`config.mk`:
```
export PLATFORM = sky130hd
export DESIGN_NAME = serial_add_ctrl
export DESIGN_NICKNAME = d
export VERILOG_FILES = /design/src/rtl/serial_add_ctrl.sv
export SDC_FILE = /design/constraint.sdc
export NUM_CORES = 1
export LEC_CHECK = 0
export CAP_MARGIN = 20
export CORE_ASPECT_RATIO = 0.9
export CORE_MARGIN = 2
export CORE_UTILIZATION = 24
export CTS_CLUSTER_DIAMETER = 30
export DETAILED_ROUTE_END_ITERATION = 10
export HOLD_SLACK_MARGIN = 0.15
export PLACE_DENSITY = 0.45
export SYNTH_ARGS = -nofsm -noshare
export SYNTH_HDL_FRONTEND = slang
export SYNTH_SLANG_ARGS = --single-unit
```
`constraint.sdc`:
```
create_clock -name clk -period 1.4 [get_ports clk]
set_input_delay 0.14 -clock clk [delete_from_list [all_inputs] [get_ports clk]]
set_output_delay 0.14 -clock clk [all_outputs]
set_load 0.03 [all_outputs]
```
`src/rtl/serial_add_ctrl.sv`:
```
// rtl/serial_add_ctrl.sv - bit-serial adder with start/abort/ack handshake
module serial_add_ctrl #(
  parameter int N = 3
) (
  input  logic         clk,
  input  logic         reset,
  input  logic         start,
  input  logic [N-1:0] A,
  input  logic [N-1:0] B,
  input  logic         abort,
  input  logic         ack,
  output logic         ready,
  output logic         busy,
  output logic         sbit,
  output logic         valid,
  output logic [N-1:0] q,
  output logic         Cout
);

  localparam int CW = (N > 1) ? $clog2(N) : 1;
  localparam logic [CW-1:0] LAST = CW'(N - 1);

  localparam logic [1:0] IDLE  = 2'd0;
  localparam logic [1:0] SHIFT = 2'd1;
  localparam logic [1:0] DONE  = 2'd2;

  logic [1:0]    state;
  logic [N-1:0]  ra;
  logic [N-1:0]  rb;
  logic          c;
  logic [CW-1:0] cnt;
  logic          s;
  logic          cnext;

  // Full adder on the current LSBs; cnext becomes Cout on the final shift.
  assign s     = ra[0] ^ rb[0] ^ c;
  assign cnext = (ra[0] & rb[0]) | (ra[0] & c) | (rb[0] & c);

  assign ready = (state == IDLE);
  assign busy  = (state == SHIFT);
  assign valid = (state == DONE);
  assign sbit  = busy & s;

  always_ff @(posedge clk or negedge reset) begin
    if (!reset) begin
      state <= IDLE;
      ra    <= '0;
      rb    <= '0;
      c     <= 1'b0;
      cnt   <= '0;
      q     <= '0;
      Cout  <= 1'b0;
    end else begin
      case (state)
        IDLE: begin
          if (start) begin
            ra    <= A;
            rb    <= B;
            c     <= 1'b0;
            cnt   <= '0;
            state <= SHIFT;
          end
        end
        SHIFT: begin
          // Abort wins over completion of the final bit.
          if (abort) begin
            state <= IDLE;
            q     <= '0;
            Cout  <= 1'b0;
            c     <= 1'b0;
            cnt   <= '0;
            ra    <= '0;
            rb    <= '0;
          end else begin
            c  <= cnext;
            ra <= ra >> 1;
            rb <= rb >> 1;
            q  <= {s, q[N-1:1]};
            if (cnt == LAST) begin
              cnt   <= '0;
              Cout  <= cnext;
              state <= DONE;
            end else begin
              cnt <= cnt + 1'b1;
            end
          end
        end
        DONE: begin
          if (ack) state <= IDLE;
        end
        default: state <= IDLE;
      endcase
    end
  end

endmodule

```
==> results.txt, run 1 <==
----------------------------------------------------
[Worst setup path]
  Critical Path Sink Type ... output pin
  Critical Path Max Stage Delay ... about 0.55 ns
  Worst Path Buf+Inv ... 2
  Peak fanout along the critical path ... 2
  Type of the worst setup path ... reg2out
  Critical Path, Cell by Cell ... fa_1 -> inv_2 -> nor2_2 -> buf_6
  Worst setup SP type ... flop
  Data required time of the worst path ... between 1 and 1.5 ns
  Crit-path leading delay family ... adder cells
  Data arrival time at the worst-slack endpoint ... 1.50 ns
  Slowest stage cell on the critical path ... sky130_fd_sc_hd__fa_1

[Global route]
  Grt met1 use ... a little over an eighth
  Leftover overflow at the end of global routing ... 0
  Initial antenna violation count ... 0
  Met3 demand-to-capacity share in global routing ... under 10%
  First-pass GRT wire length ... ~2.8 mm
  Grt peak-use layer ... met2
  Via count of the first global-routing pass ... approximately 630
  GRT Total Usage ... about 10%
  Global-route track usage on met2 ... 16.44%
  Largest net degree at the start of global routing ... 16

[Placed design]
  Detail Placement HPWL ... roughly 1.3 mm
  IO buf count ... 18
  Worst slack, placed ... roughly 0.0027 ns
  Placed cell count ... 141
  Placer's final routability congestion estimate ... just over 0.7

[Detailed routing]
  Residual DRC count ... 0
  Remaining number of nets flagged by the antenna check after routing ... 0
  Routed len/inst ... approximately 12 um
  Number of vias per cell ... 4.329
  Iteration-0 DRC Markers ... 14
  Vias ... 658
  1st-pass router iterations ... 4
  Total Routed Length ... between 1.5 and 2 mm

[Clock tree]
  Latest clock arrival within the worst-skew pair ... around 0.28 ns
  Clock buffer count from CTS ... 3
  Reg clk slew, reported paths ... 0.09 ns
  Buffer cell driving the clock tree root ... sky130_fd_sc_hd__clkbuf_4
  Number of levels in the clock H-tree ... 1
  Clk buf depth ... 2
  CTS tree ... done
  Sink count of the clock tree ... 15

[Run status]
  Status ... complete, but fails checks
  Failing checks ... negative setup slack

[Layout]
  FF+latch area ... 376.6 um^2
  P&R area growth vs syn ... 57.52%
  Total number of nets in the final design ... between 100 and 150
  Layout cell share with drive strength beyond 1 ... a little under a third
  Final core occ ... 39.04%
  ANT cells ... 0
  Number of cells in the finished layout apart from fillers ... 152
  Filler Cell Count ... roughly 330
  Leading cell types in the layout, fill and taps excluded ... sky130_fd_sc_hd__buf_4 (16), sky130_fd_sc_hd__dfrtp_1 (14), sky130_fd_sc_hd__nand2_1 (10), sky130_fd_sc_hd__clkdlybuf4s50_1 (10), sky130_fd_sc_hd__o21ai_0 (7)
  Most common library cell in the layout ignoring fill and taps ... sky130_fd_sc_hd__buf_4
  Area of the multi-input gates ... roughly 380 um^2

[STA]
  Post-route minimum period ... between 1.5 and 2 ns
  Setup-failing EPs final ... 3
  Maximum frequency from static timing analysis ... roughly 610 MHz
  Slew at the pin with the worst max-slew slack ... a little under 0.3 ns
  Hold slack final ... approximately 0.17 ns
  Total count of max-transition violations in the final report ... 0
  Headroom to the max-slew limit ... about four fifths
  Period Utilization, post-route ... 117.4%
  Worst Skew ... 0.002830 ns
  Worst setup slack after layout ... -0.2442 ns
  Number of hold violations in the final report ... 0
  Setup repair after global routing missed its margin ... true

[Floorplan]
  Top Ports ... 19
  Y dimension of the die ... roughly 57 um
  Cell row count ... 19
  Std-Cell Core Area ... ~3000 um^2
  Chip width ... ~63 um
  Area of the die ... roughly 3600 um^2
  Starting density of the core ... between 20% and 30%

[Synthesis]
  Number of warning messages in the yosys log ... 0
  Fraction of registers with async set/reset ... 100.0%
  Post-synthesis cell type count ... 24
  Syn Nets ... between 80 and 90
  Number of enable-type register cells in the synthesized netlist ... 0
  Gate count of the mapped netlist ... between 70 and 80
  Mean area per synthesized cell ... about 10 um^2
  Area of the mapped netlist ... between 700 and 800 um^2
  Flops & latches, synth ... 15
  Sequential share of the synthesized area ... between 50 and 60%
  Primary FF master, synth ... sky130_fd_sc_hd__dfrtp_1

[Pwr]
  Pwr per Cell Area ... 1498 nW/um^2
  Final Power ... about 0.0018 W
  Peak supply drop ... about 790 uV
  Static leakage power ... around 0.56 nW

[Job]
  Max Cap Violations ... 0

[Hold path]
  Worst hold path type ... in2async

----------------------------------------------------
## area by class of cell
cell class / instances / area share (%)
Inverter: 3 / 0.9554
Multi-Input combinational cell: 52 / 32.27
Timing Repair Buffer: 36 / 28.13
Clock buffer: 4 / 2.229
Tap cell: 42 / 4.459
Sequential cell: 15 / 31.95
## registers in the layout (all words and copies together) (netlist names)
register  cells
state         2
Cout          1
cnt           2
ra            3
c             1
q             3
rb            3
## routing by layer
metal / vias up / part of all wire, %
met5: - / 0
met4: 0 / 0
met3: 0 / 6.6
met2: 22 / 47
met1: 306 / 47
li1: 330 / -
## cells in the mapped netlist (2+ instances only)
library cell / n / area [um^2]
sky130_fd_sc_hd__a32oi_1: 3 / 26.28
sky130_fd_sc_hd__nand2b_1: 5 / 31.28
sky130_fd_sc_hd__and2b_1: 3 / 22.52
sky130_fd_sc_hd__a21oi_1: 4 / 20.02
sky130_fd_sc_hd__a22oi_1: 5 / 37.54
sky130_fd_sc_hd__dfrtp_1: 15 / 375.4
sky130_fd_sc_hd__inv_1: 3 / 11.26
sky130_fd_sc_hd__nor2_1: 2 / 7.510
sky130_fd_sc_hd__buf_4: 2 / 15.01
sky130_fd_sc_hd__nor2b_1: 2 / 12.51
sky130_fd_sc_hd__nand2_1: 10 / 37.54
sky130_fd_sc_hd__o21ai_0: 7 / 35.03
## cell families after synthesis
kind of cell,count (synthesis),synth area share [%]
multiplexers,1,2.006
AO/OA/AOI/OAI,22,19.23
adder cells (fa/ha/maj),1,2.676
AND/OR/NAND/NOR,28,21.74
flip-flops,15,50.17
buffers and inverters,6,4.179
## path summary, 6_finish.rpt
kind | startpoint | endpoint | slack, ns | cells after the start
max | c$_DFFE_PN0P_ | sbit | -0.24 | 4
min reg2reg | q[0]$_DFFE_PN0N_ | q[0]$_DFFE_PN0N_ | 0.48 | 2
max reg2reg | c$_DFFE_PN0P_ | q[2]$_DFFE_PN0N_ | -0.13 | 5
min | reset | ra[2]$_DFFE_PN0P_ | 0.17 | 2
min in group clk | ack | state[1]$_DFFE_PN0P_ | 0.45 | 2
max in group asynchronous | reset | state[0]$_DFFE_PN0P_ | 1.04 | 2
## worst reg2reg max path, stage by stage (launching register included)
cell	delay, ns
sky130_fd_sc_hd__dfrtp_1	0.41
sky130_fd_sc_hd__fa_1	0.55
sky130_fd_sc_hd__inv_2	0.05
sky130_fd_sc_hd__buf_4	0.12
sky130_fd_sc_hd__buf_6	0.11
sky130_fd_sc_hd__o31ai_4	0.22
## report_power, final
part           switching, W  internal [W]
clock              0.000139      0.000111
combinational      0.000429      0.000455
sequential        0.0000919      0.000540
## stage by stage
step	instance area [um^2]	setup TNS, ns
3_3_place_gp	1039	-0.01509
4_1_cts	1130	-0.2544
5_1_grt	1179	-0.5699
3_5_place_dp	1039	0
2_1_floorplan	753.2	0
6_report	1179	-0.3748
## timing repair
item                                    in CTS  in global routing
buffers inserted                             5                  2
pin swaps                                    3                  2
hold buffers                                 0                  0
endpoints found under the setup margin       8                  5
resized for setup                           10                  6
gates cloned                                 0                  0
Note: power is estimated with default switching activity, not from simulation.
==> inputs of run 2 (changes only) <==
--- a/config.mk
+++ b/config.mk
@@ -9,6 +9,7 @@
 export CORE_ASPECT_RATIO = 0.9
 export CORE_MARGIN = 2
 export CORE_UTILIZATION = 24
+export CTS_BUF_LIST = sky130_fd_sc_hd__clkbuf_8
 export CTS_CLUSTER_DIAMETER = 30
 export DETAILED_ROUTE_END_ITERATION = 10
 export HOLD_SLACK_MARGIN = 0.15
==> results.txt, run 2 (synthesis results as in run 1) <==
----------------------------------------------------
[Floorplan]
  Starting density of the core ... 24.78% (unchanged)
  Y dimension of the die ... 56.97 um (unchanged)
  Chip width ... 62.86 um (unchanged)
  Area of the die ... 3581 um^2 (unchanged)
  Cell row count ... 19 (unchanged)
  Std-Cell Core Area ... 3019 um^2 (unchanged)
  Top Ports ... 19 (unchanged)

[Detailed routing]
  Remaining number of nets flagged by the antenna check after routing ... 0 (unchanged)
  Number of vias per cell ... 4.356 (+0.62%)
  1st-pass router iterations ... 4 (unchanged)
  Iteration-0 DRC Markers ... 18 (+4)
  Residual DRC count ... 0 (unchanged)
  Total Routed Length ... 1.764 mm (-3.6%)
  Routed len/inst ... 11.84 um (-1.7%)
  Vias ... 649 (-1.4%)

[Run status]
  Failing checks ... negative setup slack
  Status ... complete, but fails checks

[STA]
  Worst setup slack after layout ... -0.1975 ns (+0.04666 ns)
  Total count of max-transition violations in the final report ... 0 (unchanged)
  Headroom to the max-slew limit ... 80.45% (about the same)
  Worst Skew ... 0.002426 ns (-0.0004045 ns)
  Period Utilization, post-route ... 114.1% (-3.3 points)
  Setup-failing EPs final ... 2 (-1)
  Slew at the pin with the worst max-slew slack ... 0.2944 ns (+0.000005245 ns)
  Post-route minimum period ... 1.598 ns (-0.04666 ns)
  Setup repair after global routing missed its margin ... true
  Number of hold violations in the final report ... 0 (unchanged)
  Hold slack final ... 0.2136 ns (+0.04375 ns)
  Maximum frequency from static timing analysis ... 626.0 MHz (+2.9%)

[Pwr]
  Static leakage power ... 0.5467 nW (-2.2%)
  Peak supply drop ... 797.7 uV (+0.92%)
  Switching power of the nets ... 0.0006581 W (-0.21%)
  Combinational cell fraction of total power ... 45.1% (-5.0 points)
  Share of total power in sequential cells ... 35.5% (-0.3 points)
  Share of power burned in the clock network ... 19.4% (+5.3 points)
  Cell Int Power ... 0.001135 W (+2.6%)
  Pwr per Cell Area ... 1556 nW/um^2 (+3.9%)
  Switching portion of total power ... 36.70% (-0.65 points)

[Clock tree]
  Buffer cell driving the clock tree root ... sky130_fd_sc_hd__clkbuf_8
  Clock buffer count from CTS ... 3 (unchanged)
  Reg clk slew, reported paths ... 0.06 ns (-0.03 ns)
  Number of levels in the clock H-tree ... 1 (unchanged)
  Clk buf depth ... 2 (unchanged)
  Sink count of the clock tree ... 15 (unchanged)
  Latest clock arrival within the worst-skew pair ... 0.25 ns (-0.03 ns)
  CTS tree ... done
  Hold bufs inserted after CTS ... 0 (unchanged)

[Worst setup path]
  Slowest stage cell on the critical path ... sky130_fd_sc_hd__fa_1
  Critical Path Max Stage Delay ... 0.55 ns (about the same)
  Critical Path Sink Type ... output pin
  Peak fanout along the critical path ... 2 (unchanged)
  Data required time of the worst path ... 1.26 ns (about the same)
  Data arrival time at the worst-slack endpoint ... 1.46 ns (-0.04 ns)
  Worst setup SP type ... flop
  Type of the worst setup path ... reg2out
  Setup slack, reg-to-reg ... -0.12 ns (about the same)
  Critical Path, Cell by Cell ... fa_1 -> inv_2 -> nor2_2 -> buf_6
  Worst Path Buf+Inv ... 2 (unchanged)
  Crit-path leading delay family ... adder cells

[Layout]
  Total number of nets in the final design ... 120 (-2.4%)
  Filler Cell Count ... 334 (+0.60%)
  Final core occ ... 38.17% (-0.87 points)
  Most common library cell in the layout ignoring fill and taps ... sky130_fd_sc_hd__buf_4
  ANT cells ... 0 (unchanged)
  Biggest regs ... q x3, ra x3, rb x3
  Layout cell share with drive strength beyond 1 ... 30.84% (-0.98 points)
  P&R area growth vs syn ... 54.01%
  Leading cell types in the layout, fill and taps excluded ... sky130_fd_sc_hd__buf_4 (17), sky130_fd_sc_hd__dfrtp_1 (13), sky130_fd_sc_hd__nand2_1 (10), sky130_fd_sc_hd__clkdlybuf4s50_1 (10), sky130_fd_sc_hd__o21ai_0 (7)

[Global route]
  GRT Total Usage ... 9.885% (-0.37 points)
  First-pass GRT wire length ... 2.739 mm (-3.6%)
  Via count of the first global-routing pass ... 600 (-4.3%)
  Largest net degree at the start of global routing ... 16 (unchanged)
  Leftover overflow at the end of global routing ... 0 (unchanged)
  Initial antenna violation count ... 0 (unchanged)

[Placed design]
  Placer's final routability congestion estimate ... 0.7143 (unchanged)
  Worst slack, placed ... 0.002733 ns (unchanged)
  IO buf count ... 18 (unchanged)
  Detail Placement HPWL ... 1.255 mm (unchanged)

[Hold path]
  Worst hold path type ... in2async

[Job]
  Max Cap Violations ... 0 (unchanged)

----------------------------------------------------
==> run 2: timing repair <==
action / 4_1_cts / 5_1_grt
pin swaps: 3 / 2
resized for setup: 6 / 8
cloned: 0 / 0
buffers inserted: 2 / 3
setup endpoints to repair: 5 / 5
==> run 2: power groups by stage <==
stage	Sequential (W)	Clock (W)	Combinational [W]
6_report	0.000637	0.000348	0.000809
3_5_place_dp	0.000644	0	0.000669
2_1_floorplan	0.000689	0	0.000342
3_3_place_gp	0.000642	0	0.000675
4_1_cts	0.000633	0.000361	0.000702
5_1_grt	0.000654	0.000378	0.000878
==> run 2: layout make-up <==
class                           count  area [um^2]  area share, %
Multi-Input combinational cell     52        380.4          33.01
Sequential cell                    15        377.9          32.79
Timing Repair Buffer               33        285.3          24.76
Tap cell                           42        52.55          4.560
Clock buffer                        3        41.29          3.583
Inverter                            3        11.26         0.9772
Clock inverter                      1        3.754         0.3257
==> run 2: metal layers <==
layer	global-route usage, %	share of wire, %
met3	4.734	5.8
met5	0	0
met1	13.22	50
met2	15.21	44
met4	0.9524	0
==> run 2: through the flow <==
stage | power (W) | TNS, ns | cells | cell area (um^2)
2_1_floorplan | 0.001031 | 0 | 73 | 753.2
3_3_place_gp | 0.001317 | -0.01509 | 141 | 1039
3_5_place_dp | 0.001313 | 0 | 141 | 1039
4_1_cts | 0.001696 | -0.2034 | 147 | 1097
5_1_grt | 0.001910 | -0.4236 | 149 | 1152
6_report | 0.001793 | -0.3200 | 149 | 1152
==> run 2: worst paths after layout <==
kind / from / end / cells past startpoint
max in group asynchronous: reset / state[0]$_DFFE_PN0P_ / 2
min: reset / rb[2]$_DFFE_PN0P_ / 2
max reg2reg: c$_DFFE_PN0P_ / q[2]$_DFFE_PN0N_ / 5
min in group clk: ack / state[1]$_DFFE_PN0P_ / 2
max: c$_DFFE_PN0P_ / sbit / 4
min reg2reg: q[0]$_DFFE_PN0N_ / q[0]$_DFFE_PN0N_ / 2
==> inputs of run 3 (changes only) <==
--- a/config.mk
+++ b/config.mk
@@ -14,6 +14,7 @@
 export DETAILED_ROUTE_END_ITERATION = 10
 export HOLD_SLACK_MARGIN = 0.15
 export PLACE_DENSITY = 0.45
+export SKIP_LAST_GASP = 1
 export SYNTH_ARGS = -nofsm -noshare
 export SYNTH_HDL_FRONTEND = slang
 export SYNTH_SLANG_ARGS = --single-unit
==> results.txt, run 3 (synthesis results as in run 1) <==
----------------------------------------------------
[STA]
  Hold slack final ... 0.2138 ns (+0.0002140 ns)
  Setup repair after global routing missed its margin ... true
  Period Utilization, post-route ... 113.7% (-0.42 points)
  Slew at the pin with the worst max-slew slack ... 0.2944 ns (+0.000004411 ns)
  Accumulated negative setup slack ... -0.1916 ns (+0.1283 ns)
  Post-route minimum period ... 1.592 ns (-0.005902 ns)
  Setup-failing EPs final ... 1 (-1)
  Number of hold violations in the final report ... 0 (unchanged)
  Maximum frequency from static timing analysis ... 628.3 MHz (+0.37%)
  Headroom to the max-slew limit ... 80.45% (about the same)
  Worst Skew ... 0.002530 ns (+0.0001038 ns)
  Total count of max-transition violations in the final report ... 0 (unchanged)
  Worst setup slack after layout ... -0.1916 ns (+0.005902 ns)

[Job]
  Max Cap Violations ... 0 (unchanged)

[Worst setup path]
  Startpoint of the worst setup timing path ... c$_DFFE_PN0P_
  Logic depth of the worst register-to-register path ... 4 (-1)
  Beginning of the worst register-to-register path ... c$_DFFE_PN0P_
  Type of the worst setup path ... reg2out
  Capture point of the critical path ... sbit
  Critical Path Sink Type ... output pin
  Setup slack, reg-to-reg ... 0.04 ns (+0.16 ns)
  Worst setup SP type ... flop
  Data arrival time at the worst-slack endpoint ... 1.45 ns (about the same)
  Data required time of the worst path ... 1.26 ns (about the same)
  Terminus of the critical flop-to-flop path ... q[2]$_DFFE_PN0N_
  Peak fanout along the critical path ... 2 (unchanged)

[Layout]
  ANT cells ... 0 (unchanged)
  P&R area growth vs syn ... 52.51%
  Filler Cell Count ... 331 (-0.90%)
  FF+latch area ... 377.9 um^2 (unchanged)
  Most common library cell in the layout ignoring fill and taps ... sky130_fd_sc_hd__buf_4
  Biggest regs ... q x3, ra x3, rb x3
  Layout cell share with drive strength beyond 1 ... 30.19% (-0.65 points)
  Number of cells in the finished layout apart from fillers ... 148 (-0.67%)
  Final core occ ... 37.80% (-0.37 points)
  Area of the multi-input gates ... 380.4 um^2 (unchanged)
  Total number of nets in the final design ... 119 (-0.83%)
  Leading cell types in the layout, fill and taps excluded ... sky130_fd_sc_hd__buf_4 (17), sky130_fd_sc_hd__dfrtp_1 (13), sky130_fd_sc_hd__nand2_1 (10), sky130_fd_sc_hd__clkdlybuf4s50_1 (10), sky130_fd_sc_hd__o21ai_0 (7)

[Floorplan]
  Y dimension of the die ... 56.97 um (unchanged)
  Starting density of the core ... 24.78% (unchanged)
  Std-Cell Core Area ... 3019 um^2 (unchanged)
  Cell row count ... 19 (unchanged)
  Top Ports ... 19 (unchanged)
  Chip width ... 62.86 um (unchanged)
  Area of the die ... 3581 um^2 (unchanged)

[Clock tree]
  Sink count of the clock tree ... 15 (unchanged)
  CTS tree ... done
  Clock buffer count from CTS ... 3 (unchanged)
  Clk buf depth ... 2 (unchanged)
  Reg clk slew, reported paths ... 0.06 ns (about the same)
  Buffer cell driving the clock tree root ... sky130_fd_sc_hd__clkbuf_8
  Number of levels in the clock H-tree ... 1 (unchanged)
  Latest clock arrival within the worst-skew pair ... 0.25 ns (about the same)

[Run status]
  Failing checks ... negative setup slack
  Status ... complete, but fails checks

[Global route]
  First-pass GRT wire length ... 2.739 mm (unchanged)
  Via count of the first global-routing pass ... 598 (-0.33%)
  GRT Total Usage ... 9.885% (unchanged)
  Largest net degree at the start of global routing ... 16 (unchanged)
  Leftover overflow at the end of global routing ... 0 (unchanged)
  Initial antenna violation count ... 0 (unchanged)

[Placed design]
  IO buf count ... 18 (unchanged)
  Placed cell count ... 141 (unchanged)
  Placer's final routability congestion estimate ... 0.7143 (unchanged)
  Detail Placement HPWL ... 1.255 mm (unchanged)

[Detailed routing]
  Iteration-0 DRC Markers ... 15 (-3)
  Remaining number of nets flagged by the antenna check after routing ... 0 (unchanged)
  Routed len/inst ... 11.70 um (-1.2%)
  Vias ... 628 (-3.2%)
  Total Routed Length ... 1.731 mm (-1.9%)
  Number of vias per cell ... 4.243 (-2.6%)
  1st-pass router iterations ... 4 (unchanged)
  Residual DRC count ... 0 (unchanged)

[Pwr]
  Pwr per Cell Area ... 1530 nW/um^2 (-1.7%)
  Peak supply drop ... 795.3 uV (-0.30%)
  Static leakage power ... 0.5408 nW (-1.1%)

[Hold path]
  Worst hold path type ... in2async

----------------------------------------------------
-- run 3: cell count changes in the layout (fill, tap and decap cells not counted) --
| cell | delta |
|---|---|
| sky130_fd_sc_hd__buf_6 | -1 |
-- run 3: worst max-delay path, cell delays in order (launching register included) --
cell and delay (ns):
sky130_fd_sc_hd__dfrtp_1 0.40, sky130_fd_sc_hd__fa_1 0.55, sky130_fd_sc_hd__inv_2 0.04, sky130_fd_sc_hd__nor2_2 0.08, sky130_fd_sc_hd__buf_6 0.13
-- run 3: cell type report --
type                       count  share of cell area [%]
inverter                       3                  0.9868
tap                           42                   4.605
multi-input combinational     52                   33.33
clock buffer                   3                   3.618
sequential                    15                   33.11
clock inverter                 1                  0.3289
timing repair buffer          32                   24.01
-- run 3: per-stage QoR --
stage / worst slack (ns) / instance area [um^2] / power (W)
finish: -0.1916 / 1141 / 0.001746
global route: -0.2462 / 1141 / 0.001860
CTS: -0.2034 / 1097 / 0.001697
detailed placement: 0.002733 / 1039 / 0.001313
global placement: -0.01509 / 1039 / 0.001317
floorplan: 0.02230 / 753.2 / 0.001031
-- run 3: per-layer routing --
metal  up-vias  track usage (%)  part of all wire, %
met3         0            4.734                  5.8
met2        19            15.21                   42
met1       288            13.22                   52
met4         0           0.9524                    0
met5         -                0                    0
li1        321                -                    -
-- run 3: worst min-delay path by stage --
stage,end,slack [ns],depth (start not counted)
final,rb[2]$_DFFE_PN0P_,0.21,2
after detailed placement,q[0]$_DFFE_PN0N_,0.47,2
after CTS,q[0]$_DFFE_PN0N_,0.22,2
after global placement,q[0]$_DFFE_PN0N_,0.47,2
after floorplan,Cout$_DFFE_PN0P_,-0.16,0
after global routing,q[0]$_DFFE_PN0N_,0.25,2
-- run 3: timing repair --
item / CTS / global route
buffers inserted: 2 / 2
gates resized for setup: 6 / 7
hold buffers: 0 / 0
endpoints found under the setup margin: 5 / 5
pin swaps: 2 / 2
-- run 3: where the power goes --
| group | total [W] | leakage, nW | switching [W] | internal (W) |
|---|---|---|---|---|
| Clock | 0.000347 | 0.0269 | 0.000153 | 0.000194 |
| Sequential | 0.000637 | 0.196 | 0.0000950 | 0.000542 |
| Combinational | 0.000762 | 0.317 | 0.000398 | 0.000364 |
| Total | 0.00175 | 0.541 | 0.000646 | 0.00110 |
